===== src/rtl/serial_sync_pkg.sv =====
// Shared definitions for the serial sync link: frame FSM states and the
// default sync header, used by both the transmitter and the detector side.
package serial_sync_pkg;

  typedef enum logic [1:0] {
    IDLE = 2'd0,
    SYNC = 2'd1,
    DATA = 2'd2,
    GAP  = 2'd3
  } state_e;

  localparam int                    SYNC_W_DEF   = 4;
  localparam logic [SYNC_W_DEF-1:0] SYNC_PAT_DEF = 4'b1011;

  function automatic int max3(input int a, input int b, input int c);
    int m;
    m = (a > b) ? a : b;
    return (m > c) ? m : c;
  endfunction

endpackage


===== src/rtl/piso_shift.sv =====
// Parallel-in serial-out register; sout always presents the current MSB,
// and each shift moves the next lower bit into view.
module piso_shift #(
  parameter int WIDTH = 8
) (
  input  logic             clk,
  input  logic             rst,
  input  logic             load,
  input  logic             shift,
  input  logic [WIDTH-1:0] pin,
  output logic             sout
);

  logic [WIDTH-1:0] data_q;
  logic [WIDTH-1:0] data_d;

  // load wins over shift so a fresh word is never disturbed on its load edge
  always_comb begin
    data_d = data_q;
    if (load) begin
      data_d = pin;
    end else if (shift) begin
      data_d = data_q << 1;
    end
  end

  always_ff @(posedge clk) begin
    if (rst) begin
      data_q <= '0;
    end else begin
      data_q <= data_d;
    end
  end

  assign sout = data_q[WIDTH-1];

endmodule


===== src/rtl/serial_sync_tx.sv =====
// Frame transmitter: sync header, MSB-first payload, then an idle gap,
// all on one registered serial line.
module serial_sync_tx
  import serial_sync_pkg::*;
#(
  parameter int                DATA_W   = 8,
  parameter int                SYNC_W   = SYNC_W_DEF,
  parameter logic [SYNC_W-1:0] SYNC_PAT = SYNC_PAT_DEF,
  parameter int                GAP_LEN  = 1
) (
  input  logic              clk,
  input  logic              rst,
  input  logic              in_valid,
  input  logic [DATA_W-1:0] in_data,
  output logic              in_ready,
  output logic              dout,
  output logic              sync_act,
  output logic              busy,
  output logic              done
);

  localparam int CNT_W = $clog2(max3(SYNC_W, DATA_W, GAP_LEN) + 1);

  state_e           state_q;
  logic [CNT_W-1:0] bitCnt_q;
  logic             dout_q;
  logic             syncAct_q;
  logic             busy_q;
  logic             done_q;
  logic             inReady_q;

  logic             accept;
  logic             hdrShift;
  logic             payShift;
  logic             hdrSout;
  logic             paySout;
  logic [SYNC_W-1:0] hdrPin;

  // dout_q is loaded one bit ahead, so the header shifter starts at the
  // second header bit; the first one is driven straight from SYNC_PAT
  assign hdrPin   = SYNC_PAT << 1;
  assign accept   = (state_q == IDLE) && in_valid;
  assign hdrShift = (state_q == SYNC);
  assign payShift = ((state_q == SYNC) && (bitCnt_q == CNT_W'(1))) || (state_q == DATA);

  piso_shift #(.WIDTH(SYNC_W)) uHdr (
    .clk   (clk),
    .rst   (rst),
    .load  (accept),
    .shift (hdrShift),
    .pin   (hdrPin),
    .sout  (hdrSout)
  );

  piso_shift #(.WIDTH(DATA_W)) uPay (
    .clk   (clk),
    .rst   (rst),
    .load  (accept),
    .shift (payShift),
    .pin   (in_data),
    .sout  (paySout)
  );

  always_ff @(posedge clk) begin
    if (rst) begin
      state_q   <= IDLE;
      bitCnt_q  <= '0;
      dout_q    <= 1'b0;
      syncAct_q <= 1'b0;
      busy_q    <= 1'b0;
      done_q    <= 1'b0;
      inReady_q <= 1'b1;
    end else begin
      done_q <= 1'b0;
      case (state_q)
        IDLE: begin
          dout_q <= 1'b0;
          if (in_valid) begin
            state_q   <= SYNC;
            bitCnt_q  <= CNT_W'(SYNC_W);
            dout_q    <= SYNC_PAT[SYNC_W-1];
            syncAct_q <= 1'b1;
            busy_q    <= 1'b1;
            inReady_q <= 1'b0;
          end
        end
        SYNC: begin
          if (bitCnt_q == CNT_W'(1)) begin
            state_q   <= DATA;
            bitCnt_q  <= CNT_W'(DATA_W);
            dout_q    <= paySout;
            syncAct_q <= 1'b0;
          end else begin
            bitCnt_q <= bitCnt_q - CNT_W'(1);
            dout_q   <= hdrSout;
          end
        end
        DATA: begin
          if (bitCnt_q == CNT_W'(1)) begin
            state_q  <= GAP;
            bitCnt_q <= CNT_W'(GAP_LEN);
            dout_q   <= 1'b0;
            done_q   <= 1'b1;
          end else begin
            bitCnt_q <= bitCnt_q - CNT_W'(1);
            dout_q   <= paySout;
          end
        end
        GAP: begin
          dout_q <= 1'b0;
          if (bitCnt_q == CNT_W'(1)) begin
            state_q   <= IDLE;
            bitCnt_q  <= '0;
            busy_q    <= 1'b0;
            inReady_q <= 1'b1;
          end else begin
            bitCnt_q <= bitCnt_q - CNT_W'(1);
          end
        end
        default: begin
          state_q   <= IDLE;
          bitCnt_q  <= '0;
          dout_q    <= 1'b0;
          syncAct_q <= 1'b0;
          busy_q    <= 1'b0;
          inReady_q <= 1'b1;
        end
      endcase
    end
  end

  assign in_ready = inReady_q;
  assign dout     = dout_q;
  assign sync_act = syncAct_q;
  assign busy     = busy_q;
  assign done     = done_q;

endmodule

===== config.mk =====
export PLATFORM = sky130hd
export DESIGN_NAME = serial_sync_tx
export DESIGN_NICKNAME = d
export VERILOG_FILES = /design/src/rtl/serial_sync_pkg.sv /design/src/rtl/piso_shift.sv /design/src/rtl/serial_sync_tx.sv
export SDC_FILE = /design/constraint.sdc
export NUM_CORES = 1
export LEC_CHECK = 0
export ABC_AREA = 1
export BUFFER_PORTS_ARGS = -buffer_cell sky130_fd_sc_hd__buf_2
export CORE_AREA = 2 2 57 59
export DETAILED_ROUTE_END_ITERATION = 10
export DIE_AREA = 0 0 59 61
export SETUP_SLACK_MARGIN = 0.02
export SYNTH_ARGS = -nofsm -noshare
export SYNTH_HDL_FRONTEND = slang
export SYNTH_HIERARCHICAL = 1
export SYNTH_SLANG_ARGS = --single-unit

===== constraint.sdc =====
create_clock -name clk -period 2.15 [get_ports clk]
set_clock_uncertainty 0.1 [all_clocks]
set_input_delay 0.1075 -clock clk [delete_from_list [all_inputs] [get_ports clk]]
set_output_delay 0.1075 -clock clk [all_outputs]
set_load 0.05 [all_outputs]

# After elaboration in Yosys (flattened, before gate mapping)

Index checks and enable logic that the tools add are counted.

Register bits after elaboration: 22
Bits of input ports: 11
Output and inout port bits: 5
Logic and storage cells: 59

$add $sub $neg: 1
Equal/unequal tests: 8
Multiplexer cells: 26
Bitwise operators: 1
Reductions and logical operators: 13

Operators by type and width:

| operator                                            | count |
|---|---|
| 2-to-1 mux 4 bit                                    | 4 |
| 2-to-1 mux 8 bit                                    | 2 |
| one-hot mux 4 bit (4 select lines)                  | 1 |
| 2-to-1 mux 1 bit                                    | 8 |
| 2-to-1 mux 2 bit                                    | 4 |
| one-hot mux 2 bit (4 select lines)                  | 1 |
| nonzero test 2 bit                                  | 4 |
| 2-to-1 mux 3 bit                                    | 2 |
| one-hot mux 1 bit (2 select lines)                  | 3 |
| AND reduction 3 bit                                 | 2 |
| equality test 2 bit, second input constant          | 2 |
| equality test 4 x 1 -> 1 bit, second input constant | 1 |
| != test 2 x 1 -> 1 bit, second input constant       | 2 |
| != test 2 bit, second input constant                | 2 |
| one-hot mux 1 bit (4 select lines)                  | 1 |
| AND reduction 4 bit                                 | 1 |
| OR reduction 2 bit                                  | 2 |
| subtractor 4 x 1 -> 4 bit, second input constant    | 1 |
| equality test 2 x 1 -> 1 bit, second input constant | 1 |
| logical AND 1 bit                                   | 2 |
| logical NOT 2 bit                                   | 1 |
| logical OR 1 bit                                    | 1 |
| NOT 1 bit                                           | 1 |

# Depth between registers and ports, before layout

Word-level depth: 5
Gate-level depth with buffers: 12
Depth with buffers taken out: 11

# Hierarchy

Netlist, hierarchy kept.

Modules (own cells, without submodules):

| module            | times used | cells each | area an instance (um2) | sequential area each (um2) |
|---|---|---|---|---|
| serial_sync_tx    | 1          | 99         | 683.2                  | 220.2 |
| piso_shift (uPay) | 1          | 60         | 399.1                  | 160.2 |
| piso_shift (uHdr) | 1          | 29         | 187.7                  | 80.1 |

# Least setup slack after synthesis

No wires, ideal clock.

Kind: reg-to-reg
Start point: register state_q[0]
End point: register uPay.data_q[1]
Setup time: 0.109 ns
Arrival time: 1.311 ns
Data required time: 1.941 ns
Slack: 0.630 ns
Cell stages (with the launch flop): 11
Path buffers: 1
Period minus slack after synthesis: 1.520 ns
Path through: dfxtp_1 > inv_1 > ha_1 > nand2_1 > inv_1 > buf_6 > inv_2 > nand3_1 > nand3_1 > nand2_1 > inv_1

Elaborated cells between the ends (all ways): 8
Classes of those cells: eq/ne (2); mux (1); reduce/logical (5)

RTL lines:

| element                                                       | RTL line             | RTL |
|---|---|---|
| start, declared                                               | serial_sync_tx.sv:24 | `state_e state_q;` |
| start signal, assigned                                        | serial_sync_tx.sv:66 | `state_q <= IDLE;` |
| start signal, assigned                                        | serial_sync_tx.sv:79 | `state_q <= SYNC;` |
| start signal, assigned                                        | serial_sync_tx.sv:89 | `state_q <= DATA;` |
| logical NOT 2 bit *                                           | serial_sync_tx.sv:42 | `assign accept = (state_q == IDLE) && in_valid;` |
| logical AND 1 bit *                                           | serial_sync_tx.sv:42 |  |
| via accept                                                    | serial_sync_tx.sv:32 | `logic accept;` |
| 2-to-1 mux 8 bit / nonzero test 2 bit (equally long branches) | -                    |  |
| end signal, assigned                                          | piso_shift.sv:31     | `data_q <= data_d;` |
| end, declared                                                 | piso_shift.sv:14     | `logic [WIDTH-1:0] data_q;` |

The timed path passes the listed nets; every way through them passes the cells marked *.
A chain may end at the register's enable or synchronous reset.

# Worst setup path in the final report

Start point: register state_q[1]
End point: register uPay.data_q[2]

Longest elaborated chain between the ends: 4
Elaborated cells between the ends (all ways): 8
Classes of those cells: eq/ne (2); mux (1); reduce/logical (5)

Ends and longest elaborated chain:

| element                             | RTL line             | RTL |
|---|---|---|
| equality test 2 x 1 -> 1 bit        | -                    |  |
| via hdrShift                        | serial_sync_tx.sv:33 | `logic hdrShift;` |
| logical AND 1 bit                   | serial_sync_tx.sv:44 | `assign payShift = ((state_q == SYNC) && (bitCnt_q == CNT_W'(1))) \|\| (state_q == DATA);` |
| logical OR 1 bit                    | serial_sync_tx.sv:44 |  |
| via payShift                        | serial_sync_tx.sv:34 | `logic payShift;` |
| nonzero test 2 bit (no source line) | -                    |  |

The timed path passes the listed nets, and every way through them passes these cells.

==> summary.txt <==
Synthesis
  • Post-synth EDFFs: 0
  • Area leader, netlist: dfxtp_1
  • Most frequent cell after synthesis: nand2_1
  • Largest family of logic cells by synthesized area: simple AND/OR/NAND/NOR gates
  • Sequential share of the synthesized area: a little over a third
  • Synth Warn #: 6
  • Seq cells post-synth: 23
  • Synth Area in Adders: approximately 7%
  • Area fraction of the dominant cell type after synthesis: 36.3%
  • Synth top cells by count: nand2_1, inv_1, dfxtp_1, nand3_1, a21oi_1
  • Multiplexer share of the synthesized area: 0%
  • Syn avg cell area: ~6.8 µm²
  • Top cells by area, synth: dfxtp_1, nand2_1, nand3_1, inv_1, ha_1
  • Compound-cell area share of the yosys netlist: ~8.4%
  • Xor and xnor fraction of the mapped netlist area: 0.690%
  • Mapped cell area: 1270 µm²
  • Asr flop ratio synth: 0%
  • Post-synthesis simple-gate area fraction: about 37%
  • Synth cell types: 20
  • Mapped Cells: about 190
  • Synth Flop Type: dfxtp_1

GRT
  • Global-route wire length before repair: 4.53 mm
  • Vias in the first global route: approximately 1100
  • Gr usage total: around 17%
  • GR Overflow Total: 0
  • Initial antenna violation count: 0
  • Largest net degree at the start of global routing: 15

Cells and area
  • Syn-to-layout area delta: 16.2%
  • Sequential cell area: roughly 460 µm²
  • Multi-input gate area: 682 µm²
  • # diodes: 0
  • # fillers: 313
  • Share of layout cells above drive strength 1: ~16%
  • Nets: ~230

Timing
  • Final Max Tran Viols: 0
  • Setup TNS: 0 ns
  • Hold slack: approximately 0.0085 ns
  • RSZ-0062 raised after global routing: false
  • Crit path time final: 1.82 ns
  • Max Freq: approximately 550 MHz
  • Final Cycle Share: around 85%
  • Fin. Hold Viols: 0
  • Final setup viols: 0

Drt
  • Initial DRC count: 56
  • Vias per cell: roughly 4.7
  • Final WL: about 2.6 mm
  • Routed Antenna Nets: 0
  • DRC: 0
  • Routed vias: about 1200
  • TritonRoute pass-1 iters: 4
  • Wirelength per Cell: about 10 µm

Clocking
  • CTS buffer count: 3
  • Clk slew on worst S/H paths: between 0.1 and 0.15 ns
  • CTS root buf: clkbuf_4
  • Clock Tree Buf Depth: 2
  • PostCTS Resize Cnt: 0
  • Worst-Skew Late Latency: 0.32 ns
  • CTS sink cnt: 23
  • CTS tree: done
  • CTS H-Tree Depth: 1

Worst setup path
  • CP arrival: approximately 2 ns
  • CP Capture Type: flop
  • Critical path cell sequence: inv_1 > ha_1 > nand2_1 > nand2_1 > nor2_8 > nand2_1 > nand3_1 > nand2_1 > inv_1
  • Max FO, Critical Path: 9
  • Worst reg-to-reg setup slack: ~0.33 ns
  • Launching point of the worst reg2reg path: state_q[1]
  • Crit path required time: 2.33 ns
  • Cell count of the worst reg-to-reg path: 9
  • Critical path class: reg2reg
  • Largest stage delay on the critical path: 0.41 ns
  • Worst R2R End: uPay/data_q[2]
  • Startpoint types: flop
  • Crit-path slowest cell: dfxtp_1
  • Cell repeated most along the worst path: nand2_1

Worst hold path
  • Worst Hold Path EP: uPay/data_q[4]
  • Hold-critical path depth: 5
  • Hold Path Origin: in_data[4]
  • HP Class: in2reg

Floorplan
  • Die Y: slightly above 60 µm
  • FP Rows: 20
  • Die ar.: ~3600 µm²
  • Core Footprint: approximately 3000 µm²
  • Initial Utilization: 43.0%
  • # IOs: 16
  • Die Span X: around 60 µm

Status
  • Status: completed

Power
  • P_leak: between 0.7 and 0.8 nW
  • Worst IR Drop VDD: around 490 µV
  • Power per cell area: 1230 nW/µm²
  • Tot Pwr: about 1.8 mW

Placement
  • GP Congestion: between 0.7 and 0.8
  • Hpwl dp: 1.94 mm
  • IO Port Bufs: 15

Job
  • Max-cap violation count: 0
layer usage:
| metal | part of all wire [%] | vias to the layer above | GRT usage, % |
|---|---|---|---|
| li1 | - | 629 | - |
| met1 | 49 | 510 | 20.8 |
| met2 | 46 | 20 | 27.9 |
| met3 | 3.4 | 6 | 4.48 |
| met4 | 1.9 | 0 | 5.52 |
| met5 | 0 | - | 0 |
stage by stage:
step           area, µm²  worst slack [ns]  cells  util [%]
2_1_floorplan       1280             0.630    190         -
3_3_place_gp        1380             0.462    237      46.7
3_5_place_dp        1380             0.382    237      46.7
4_1_cts             1480             0.344    248      50.0
5_1_grt             1480             0.141    248      50.0
6_report            1480             0.327    248      50.0
cells in the final DEF, fill, tap and decap left out, types with 4 or more instances in the layout:
cell type	n
nand2_1	64
inv_1	26
dfxtp_1	23
nand3_1	21
buf_2	15
a21oi_1	12
nor2_1	9
ha_1	7
dlygate4sd3_1	7
nand2_2	4
conb_1	4
worst max-delay path: cells and delay by family (launching register included):
| family | cells | cell delay, ns |
|---|---|---|
| and+or+nand+nor | 6 | 0.81 |
| buffers and inverters | 2 | 0.15 |
| DFF | 1 | 0.41 |
| adders and majority gates | 1 | 0.31 |
kinds of logic after synthesis:
group | after synthesis
AND/OR/NAND/NOR | 105
buffers and inverters | 31
flip-flops | 23
AO/OA/AOI/OAI | 19
adder cells (fa/ha/maj) | 7
other | 2
XOR/XNOR | 1
repair_timing:
item                      in CTS  in global routing
hold endpoints to repair       7                  0
hold buffers                   7                  0
setup buffers                  0                  0
final cells by class:
class                   instances  share of cell area, %
multi-input cells             136                   46.2
flip-flops and latches         23                   31.2
repair buffers                 24                   10.9
inverters                      28                   7.12
well taps                      33                   2.80
clock buffers                   4                   1.78
worst max path at each step:
stage / start / endpoint / depth (start not counted)
after floorplan: state_q[0] / uPay/data_q[1] / 10
after global placement: state_q[1] / uPay/data_q[3] / 9
after detailed placement: state_q[1] / uPay/data_q[2] / 9
after CTS: state_q[1] / uPay/data_q[2] / 9
after global routing: state_q[1] / uPay/data_q[4] / 8
final: state_q[1] / uPay/data_q[2] / 9
registers in the layout (all words and copies together) (netlist names):
signal	count
uPay/data_q	8
in_ready	1
sync_act	1
state_q	2
dout	1
busy	1
done	1
uHdr/data_q	4
bitCnt_q	4
power breakdown:
| group | total [mW] | internal (mW) | switching [mW] |
|---|---|---|---|
| combinational | 0.976 | 0.330 | 0.646 |
| clock | 0.205 | 0.0727 | 0.132 |
| sequential | 0.627 | 0.546 | 0.0810 |
Power figures use the tool's default switching activity.
